$ cat src/rtl/seq_pkg.sv
// Shared definitions for the stage sequencer: FSM state encodings and a clog2 helper.
package seq_pkg;

  localparam logic [2:0] S_IDLE = 3'd0;
  localparam logic [2:0] S_SRST = 3'd1;
  localparam logic [2:0] S_RUN  = 3'd2;
  localparam logic [2:0] S_DONE = 3'd3;
  localparam logic [2:0] S_ERR  = 3'd4;

  function automatic int unsigned clog2(input int unsigned v);
    int unsigned r;
    r = 0;
    for (int unsigned i = 0; i < 32; i++) begin
      if ((33'd1 << i) < 33'(v)) r = i + 1;
    end
    return r;
  endfunction

endpackage

$ cat src/rtl/next_stage_find.sv
// Finds the lowest enabled stage above i_cur (or at i_cur when i_incl is set,
// which turns it into the first-stage search).
module next_stage_find
  import seq_pkg::*;
#(
  parameter int unsigned NUM_STAGES = 3
) (
  input  logic [NUM_STAGES-1:0] i_en,
  input  logic [2:0]            i_cur,
  input  logic                  i_incl,
  output logic                  o_found,
  output logic [2:0]            o_next
);

  always_comb begin
    o_found = 1'b0;
    o_next  = '0;
    for (int unsigned i = 0; i < NUM_STAGES; i++) begin
      if (!o_found && i_en[i] &&
          ((3'(i) > i_cur) || (i_incl && (3'(i) == i_cur)))) begin
        o_found = 1'b1;
        o_next  = 3'(i);
      end
    end
  end

endmodule

$ cat src/rtl/stage_sequencer.sv
// Runs NUM_STAGES engines in order: per-stage reset pulse, chip-select and a
// zero-latency mux of the active stage onto the shared memory bus.
module stage_sequencer
  import seq_pkg::*;
#(
  parameter int unsigned NUM_STAGES = 3,
  parameter int unsigned DATA_W     = 8,
  parameter int unsigned ADDR_W     = 10,
  parameter int unsigned LEN_W      = 10,
  parameter int unsigned TIMEOUT    = 0
) (
  input  logic                         clk,
  input  logic                         reset,
  input  logic                         start,
  input  logic                         abort,
  input  logic [NUM_STAGES-1:0]        stage_en,
  input  logic [NUM_STAGES-1:0]        stage_done,
  input  logic [NUM_STAGES*ADDR_W-1:0] stg_addr,
  input  logic [NUM_STAGES*ADDR_W-1:0] stg_addr1,
  input  logic [NUM_STAGES*DATA_W-1:0] stg_wdata,
  input  logic [NUM_STAGES-1:0]        stg_wen,
  input  logic [NUM_STAGES-1:0]        stg_ren,
  input  logic [LEN_W-1:0]             len_in,
  input  logic [DATA_W-1:0]            mem_rdata,
  output logic [ADDR_W-1:0]            mem_addr,
  output logic [ADDR_W-1:0]            mem_addr1,
  output logic [DATA_W-1:0]            mem_wdata,
  output logic                         mem_wen,
  output logic                         mem_ren,
  output logic [DATA_W-1:0]            stg_rdata,
  output logic [NUM_STAGES-1:0]        cs,
  output logic [NUM_STAGES-1:0]        stage_rst,
  output logic [LEN_W-1:0]             len_out,
  output logic [2:0]                   cur_stage,
  output logic                         busy,
  output logic                         done,
  output logic                         error
);

  localparam int unsigned TW = (clog2(TIMEOUT + 1) == 0) ? 1 : clog2(TIMEOUT + 1);
  localparam logic [TW-1:0] T_LAST = TW'((TIMEOUT == 0) ? 0 : TIMEOUT - 1);

  logic [2:0]            r_state;
  logic [2:0]            r_cur;
  logic [NUM_STAGES-1:0] r_en;
  logic [TW-1:0]         r_timer;
  logic [LEN_W-1:0]      r_len;
  logic                  r_error;

  logic                  w_idle;
  logic [NUM_STAGES-1:0] w_sel;
  logic [NUM_STAGES-1:0] w_srch_en;
  logic [2:0]            w_srch_cur;
  logic                  w_found;
  logic [2:0]            w_next;
  logic                  w_active_done;

  assign w_idle        = (r_state == S_IDLE);
  assign w_sel         = NUM_STAGES'(1) << r_cur;
  assign w_active_done = |(stage_done & w_sel);

  // In IDLE the search runs over the live mask from stage 0 inclusive.
  assign w_srch_en  = w_idle ? stage_en : r_en;
  assign w_srch_cur = w_idle ? 3'd0 : r_cur;

  next_stage_find #(.NUM_STAGES(NUM_STAGES)) u_find (
    .i_en    (w_srch_en),
    .i_cur   (w_srch_cur),
    .i_incl  (w_idle),
    .o_found (w_found),
    .o_next  (w_next)
  );

  always_ff @(posedge clk) begin
    if (!reset) begin
      r_state <= S_IDLE;
      r_cur   <= '0;
      r_en    <= '0;
      r_timer <= '0;
      r_len   <= '0;
      r_error <= 1'b0;
    end else if (abort) begin
      r_state <= S_IDLE;
    end else begin
      case (r_state)
        S_IDLE: begin
          if (start) begin
            r_en    <= stage_en;
            r_error <= 1'b0;
            if (w_found) begin
              r_cur   <= w_next;
              r_state <= S_SRST;
            end else begin
              r_state <= S_DONE;
            end
          end
        end
        S_SRST: begin
          r_timer <= '0;
          r_state <= S_RUN;
        end
        S_RUN: begin
          if (r_timer != '1) r_timer <= r_timer + TW'(1);
          if (w_active_done) begin
            if (r_cur == 3'd0) r_len <= len_in;
            if (w_found) begin
              r_cur   <= w_next;
              r_state <= S_SRST;
            end else begin
              r_state <= S_DONE;
            end
          end else if ((TIMEOUT != 0) && (r_timer == T_LAST)) begin
            r_state <= S_ERR;
          end
        end
        S_DONE: r_state <= S_IDLE;
        S_ERR: begin
          r_error <= 1'b1;
          r_state <= S_IDLE;
        end
        default: r_state <= S_IDLE;
      endcase
    end
  end

  assign cs        = (r_state == S_RUN)  ? w_sel : '0;
  assign stage_rst = (r_state == S_SRST) ? w_sel : '0;
  assign busy      = !w_idle;
  assign done      = (r_state == S_DONE);
  assign error     = r_error;
  assign len_out   = r_len;
  assign cur_stage = r_cur;
  assign stg_rdata = mem_rdata;

  always_comb begin
    mem_addr  = '0;
    mem_addr1 = '0;
    mem_wdata = '0;
    mem_wen   = 1'b0;
    mem_ren   = 1'b0;
    if (r_state == S_RUN) begin
      for (int unsigned i = 0; i < NUM_STAGES; i++) begin
        if (w_sel[i]) begin
          mem_addr  = stg_addr[i*ADDR_W +: ADDR_W];
          mem_addr1 = stg_addr1[i*ADDR_W +: ADDR_W];
          mem_wdata = stg_wdata[i*DATA_W +: DATA_W];
          mem_wen   = stg_wen[i];
          mem_ren   = stg_ren[i];
        end
      end
    end
  end

endmodule

$ cat config.mk
export PLATFORM = sky130hd
export DESIGN_NAME = stage_sequencer
export DESIGN_NICKNAME = d
export VERILOG_FILES = /design/src/rtl/seq_pkg.sv /design/src/rtl/next_stage_find.sv /design/src/rtl/stage_sequencer.sv
export SDC_FILE = /design/constraint.sdc
export NUM_CORES = 1
export LEC_CHECK = 0
export CELL_PAD_IN_SITES_DETAIL_PLACEMENT = 0
export CELL_PAD_IN_SITES_GLOBAL_PLACEMENT = 1
export CORE_UTILIZATION = 15
export DETAILED_ROUTE_END_ITERATION = 16
export GPL_TIMING_DRIVEN = 1
export PLACE_DENSITY_LB_ADDON = 0.1
export SLEW_MARGIN = 5
export SYNTH_ARGS = -nofsm -noshare
export SYNTH_HDL_FRONTEND = slang
export SYNTH_SLANG_ARGS = --single-unit
$ cat constraint.sdc
create_clock -name clk -period 1.55 [get_ports clk]
set_input_delay 0.31 -clock clk [delete_from_list [all_inputs] [get_ports clk]]
set_output_delay 0.31 -clock clk [all_outputs]
set_load 0.02 [all_outputs]
### Yosys cells after proc, flatten, opt, wreduce, memory -nomap -nowiden

Cells that the tools add are included.

* logic and storage cells: 85
* input bits: 118
* output and inout bits: 60
* register bits after elaboration: 20

* reduce and logical (&&, ||, !) cells: 26
* eq/ne operators: 8
* bitwise operators: 3
* muxes and demuxes: 39
* $lt $le $gt $ge: 3
* shift-type cells: 1

Operators with widths (number)
* 10-bit two-way mux: 8
* 8-bit two-way mux: 4
* 3-bit two-way mux: 9
* 1-bit two-way mux: 13
* 3-bit logical NOT: 3
* 3-bit case mux with 3 select lines: 1
* 1-bit logical AND: 8
* 4-bit AND reduction: 2
* 3-bit by 2-bit equality test with 1-bit output (second input constant): 2
* 1-bit by 3-bit > comparator with 1-bit output (first input constant): 2
* 3-bit case mux with 2 select lines: 1
* 3-bit AND reduction: 2
* 2-bit two-way mux: 2
* 2-bit inequality test (second input constant): 2
* 2-bit nonzero test: 2
* 3-bit bitwise AND: 1
* 1-bit by 3-bit equality test with 1-bit output (first input constant): 1
* 2-bit by 3-bit equality test with 1-bit output (first input constant): 1
* 3-bit by 1-bit equality test with 1-bit output (second input constant): 1
* 3-bit equality test (second input constant): 1
* 2-bit by 3-bit > comparator with 1-bit output (first input constant): 1
* 1-bit logical NOT: 3
* 1-bit logical OR: 3
* 3-bit OR reduction: 1
* 5 further kinds: 6

### Logic depth before layout (Yosys ltp)

* depth in word-level cells: 18
* mapped depth: 7
* mapped depth without buffers: 4

### By module

A second synthesis with hierarchy kept.

* cells, all modules: 255
* area, all modules: 1770.4 µm²

Modules (own cells, without submodules)
* stage_sequencer: area each 1681.6 µm², cells each 242, sequential area each 360.3 µm², instances 1
* next_stage_find: area each 88.8 µm², cells each 13, sequential area each 0.0 µm², instances 1

### Least setup slack after synthesis

OpenSTA, ideal clock, no wires.

* kind: register to output
* from: reg r_cur[0] (netlist: cur_stage[0])
* to: out mem_addr1[1]
* cell stages (with the launch flop): 6
* setup slack: -0.407 ns
* data required time: 1.240 ns
* arrival time: 1.647 ns
* buffers on the path: 2
* path through: dfxtp_1 > clkbuf_1 > nor2b_1 > clkbuf_1 > a21oi_1 > nor2_1

* word-level cells in the longest chain between the ends: 5

Ends and longest elaborated chain
* start, declared: line stage_sequencer.sv:44 `logic [2:0] r_cur;`
* start signal, assigned: line stage_sequencer.sv:91 `r_cur <= w_next;`
* start signal, assigned: line stage_sequencer.sv:107 `r_cur <= w_next;`
* 1-bit by 3-bit left shift with 3-bit output (*): line stage_sequencer.sv:59 `assign w_sel = NUM_STAGES'(1) << r_cur;`
* 10-bit two-way mux (2 in series): line stage_sequencer.sv:143 `if (w_sel[i]) begin`
* 10-bit two-way mux (*): line stage_sequencer.sv:143
* 10-bit two-way mux (*): line stage_sequencer.sv:141 `if (r_state == S_RUN) begin`
* end, declared: line stage_sequencer.sv:26 `output logic [ADDR_W-1:0] mem_addr1,`

Every way passes the cells marked *; elsewhere a longest branch is shown, timed or not.

### Worst setup path in the final report

* from: reg r_cur[1] (netlist: cur_stage[1])
* to: reg r_cur[1] (netlist: cur_stage[1])

* word-level cells in the longest chain between the ends: 17
* elaborated cells on any way between the ends: 33
* classes of those cells: order compare: 3; eq/ne: 3; shift: 1; mux: 9; bitwise: 1; reduce/logical: 16

Ends and longest elaborated chain
* branches (longest 17 deep; another with 1-bit by 3-bit > comparator with 1-bit output)

Several ways; the timed one is not identified. The select of a mux whose other input is x is not followed.
A chain may end at the register's enable or synchronous reset.

==> results.md <==
* Fin area at between 3000 and 4000 sq um
* Compound-cell area share of the yosys netlist at a little over an eighth
* PwrDens at 421 nW/um^2
* Pleak at between 0.0015 and 0.002 uW
* Antenna Nets Post-Route at 0
* CTS Hold Bufs at 0
* Hold WS at 0.470 ns
* Placed standard-cell area at about 3500 sq um
* Clock Path Buffers at 2
* Crit path max fanout at 5
* Register area share after synthesis at 20.2%
* Post-synthesis cell area at roughly 1600 sq um
* CP endpoint kind: flip-flop
* Fillcell total at 1107
* Total grt overflow at 0
* Worst-Skew Late Latency at approximately 0.25 ns
* Hold Crit Class: in2reg
* Filler-free cell count of the finished design at ~530
* Placement Setup Slack at -0.484 ns
* ANT cells at 0
* Final period util at 120%
* Synthesized flop and latch total at 16
* Count of pins over their slew limit at 0
* Initial antenna violation count at 0
* Num CTS Buffers at 3
* Root Driver: clkbuf_8
* WP data arrival at 2.00 ns
* DR pass1 iterations at 4
* Mux share of post-synthesis cell area at 27.8%
* Number of global-route vias before repair at about 2100
* Count of final setup violators at 44
* Row count at 37
* XOR/XNOR share of the synthesized area at 0%
* Total negative slack at -7.97 ns
* Post-Place Cells at 520
* Crit path setup slack, layout at -0.305 ns
* Final Hold Fails at 0
* Clk slew on worst S/H paths at about 0.070 ns
* Port Buffer Count at approximately 160
* CP top delay family: compound AO/OA/AOI/OAI gates
* RSZ-0062 raised after global routing: yes
* Critical-path cell list: buf_6 > buf_6 > mux2i_4 > o311a_1 > or3_4 > o221a_1
* Chip Width at around 100 um
* Multi-input logic area at 1360 sq um
* Synth Area in Adders at 0%
* Warnings from Yosys at 0
* WL final at 7590 um
* Mapped Cells at around 230
* Peak VDD IR at between 0.3 and 0.4 mV
* Commonest non-fill, non-tap cells in the layout: clkdlybuf4s50_1 (116), nor2_1 (48), mux2i_1 (39)
* Clk_skew at around 0.00084 ns
* GRT Overall Usage at 12.9%
* CTS tree: done
* IO Count at between 150 and 200
* Largest net degree at the start of global routing at 25
* CTS HTree Levels at 1
* Die Ht at between 100 and 150 um
* Outcome: complete, but fails checks
* Core box area at ~10000 sq um
* GPL Wtd Cong at 0.738
* Fmax at 539 MHz
* Violated checks: setup timing
* Most frequent CP cell: buf_6
* Fraction of layout cells with a size suffix above 1 at 35.9%
* CP max-delay cell: dfxtp_4
* Buffers and inverters on the worst path at 2
* Vias/cell at a little over 4
* Residual DRC count at 0
* Via count at 2189
* First-pass GRT wire length at between 10000 and 15000 um
* Avg WL per Cell at 14.3 um
* Max-Cap Viols at 0
* Crit path kind: reg2reg
* Die area at about 11000 sq um
* Simple-gate area share of the yosys netlist at approximately 27%
* Fin crit period at approximately 1.9 ns
* Register area at around 330 sq um
* Final net count at roughly 500
* Most common cell after layout, fill and taps aside: clkdlybuf4s50_1
* Area delta synth->final at 145%
* Max incr delay on CP at about 0.37 ns
* Setup crit start kind: flip-flop
* Yosys cell types at 29
* Initial cell density of the core at between 10% and 20%
* Clock Sinks at 16
* Worst EP required at approximately 1.7 ns
* Starting DRT DRC Count at a little over 60
* Hpwl dp at about 5700 um
* Mean Syn Cell Area at 6.92 sq um
* Largest family of logic cells by synthesized area: multiplexers
[stage by stage]
stage,total power (uW),util [%]
floorplan,775,-
global placement,1160,34.0
detailed placement,1160,34.0
CTS,1580,35.6
global route,1740,37.8
finish,1640,37.8
[synth_stat cells (all sizes together)]
| cell | instances | area share, % |
|---|---|---|
| nor2 | 79 | 19 |
| mux2i | 44 | 28 |
| a21oi | 30 | 9.5 |
| buf | 19 | 8.1 |
| dfxtp | 16 | 20 |
| clkbuf | 10 | 2.4 |
| nand2b | 5 | 2.0 |
| nor3 | 3 | 0.95 |
| inv | 2 | 0.47 |
| nor2b | 2 | 0.79 |
| nor3b | 2 | 1.3 |
| nor4 | 2 | 0.79 |
| o21ai | 2 | 0.63 |
| a2111oi | 1 | 0.55 |
| a31oi | 1 | 0.40 |
| and2 | 1 | 0.40 |
| conb | 1 | 0.24 |
| nand2 | 1 | 0.24 |
| nand4bb | 1 | 0.71 |
| o221a | 1 | 0.71 |
| o22ai | 1 | 0.40 |
| o311a | 1 | 0.63 |
| o32a | 1 | 0.63 |
| or2 | 1 | 0.40 |
| or3 | 1 | 0.40 |
| or4 | 1 | 0.71 |
[final timing paths]
path / startpoint / end / slack, ns / cells past startpoint
setup reg to reg: cur_stage[1] / cur_stage[1] / -0.30 / 6
hold reg to reg: len_out[7] / len_out[7] / 0.50 / 2
hold / removal: abort / r_state[1] / 0.47 / 3
setup / recovery: cur_stage[1] / cur_stage[1] / -0.30 / 6
[cell families (layout without fill, tap and decap cells)]
group,count (synthesis),after routing
AO/OA/AOI/OAI,38,38
buffers and inverters,31,196
flip-flops,16,16
multiplexers,44,44
other,1,2
AND/OR/NAND/NOR,99,100
[routing by layer]
metal / track usage (%) / wire [um] / part of all wire [%] / up-vias
li1: - / - / - / 1099
met2: 22.2 / 3600 / 47 / 91
met5: 0 / 0 / 0 / -
met3: 3.18 / 553 / 7.3 / 4
met1: 16.6 / 3400 / 45 / 995
met4: 1.41 / 29 / 0.38 / 0
[power breakdown]
| group | switching [uW] | leakage [uW] | internal (uW) |
|---|---|---|---|
| clock network | 153 | 0.0000288 | 225 |
| registers | 8.23 | 0.000131 | 420 |
| logic | 329 | 0.00141 | 499 |
| total | 491 | 0.00157 | 1140 |
[cell type report]
class	count	share of cell area, %
clock buffer	4	1.42
inverter	2	0.193
timing repair buffer	190	50.5
multi-input combinational	184	35.1
tap	136	4.38
sequential	16	8.41
[worst reg2reg max path, stage by stage, from the launching register on]
cell,delay (ns)
dfxtp_4,0.37
buf_6,0.12
buf_6,0.11
mux2i_4,0.17
o311a_1,0.37
or3_4,0.34
o221a_1,0.26
[repair_timing]
item,in CTS,in global routing
endpoints found under the hold margin,0,0
gates cloned,1,2
gates resized for setup,228,50
pin swaps,2,10
buffers inserted,2,6
endpoints found under the setup margin,53,55
[state kept, by name (all words and copies together) (netlist names)]
register   count
r_state        2
r_en           2
cur_stage      2
len_out       10
No activity file was read; power rests on OpenSTA's default activity.
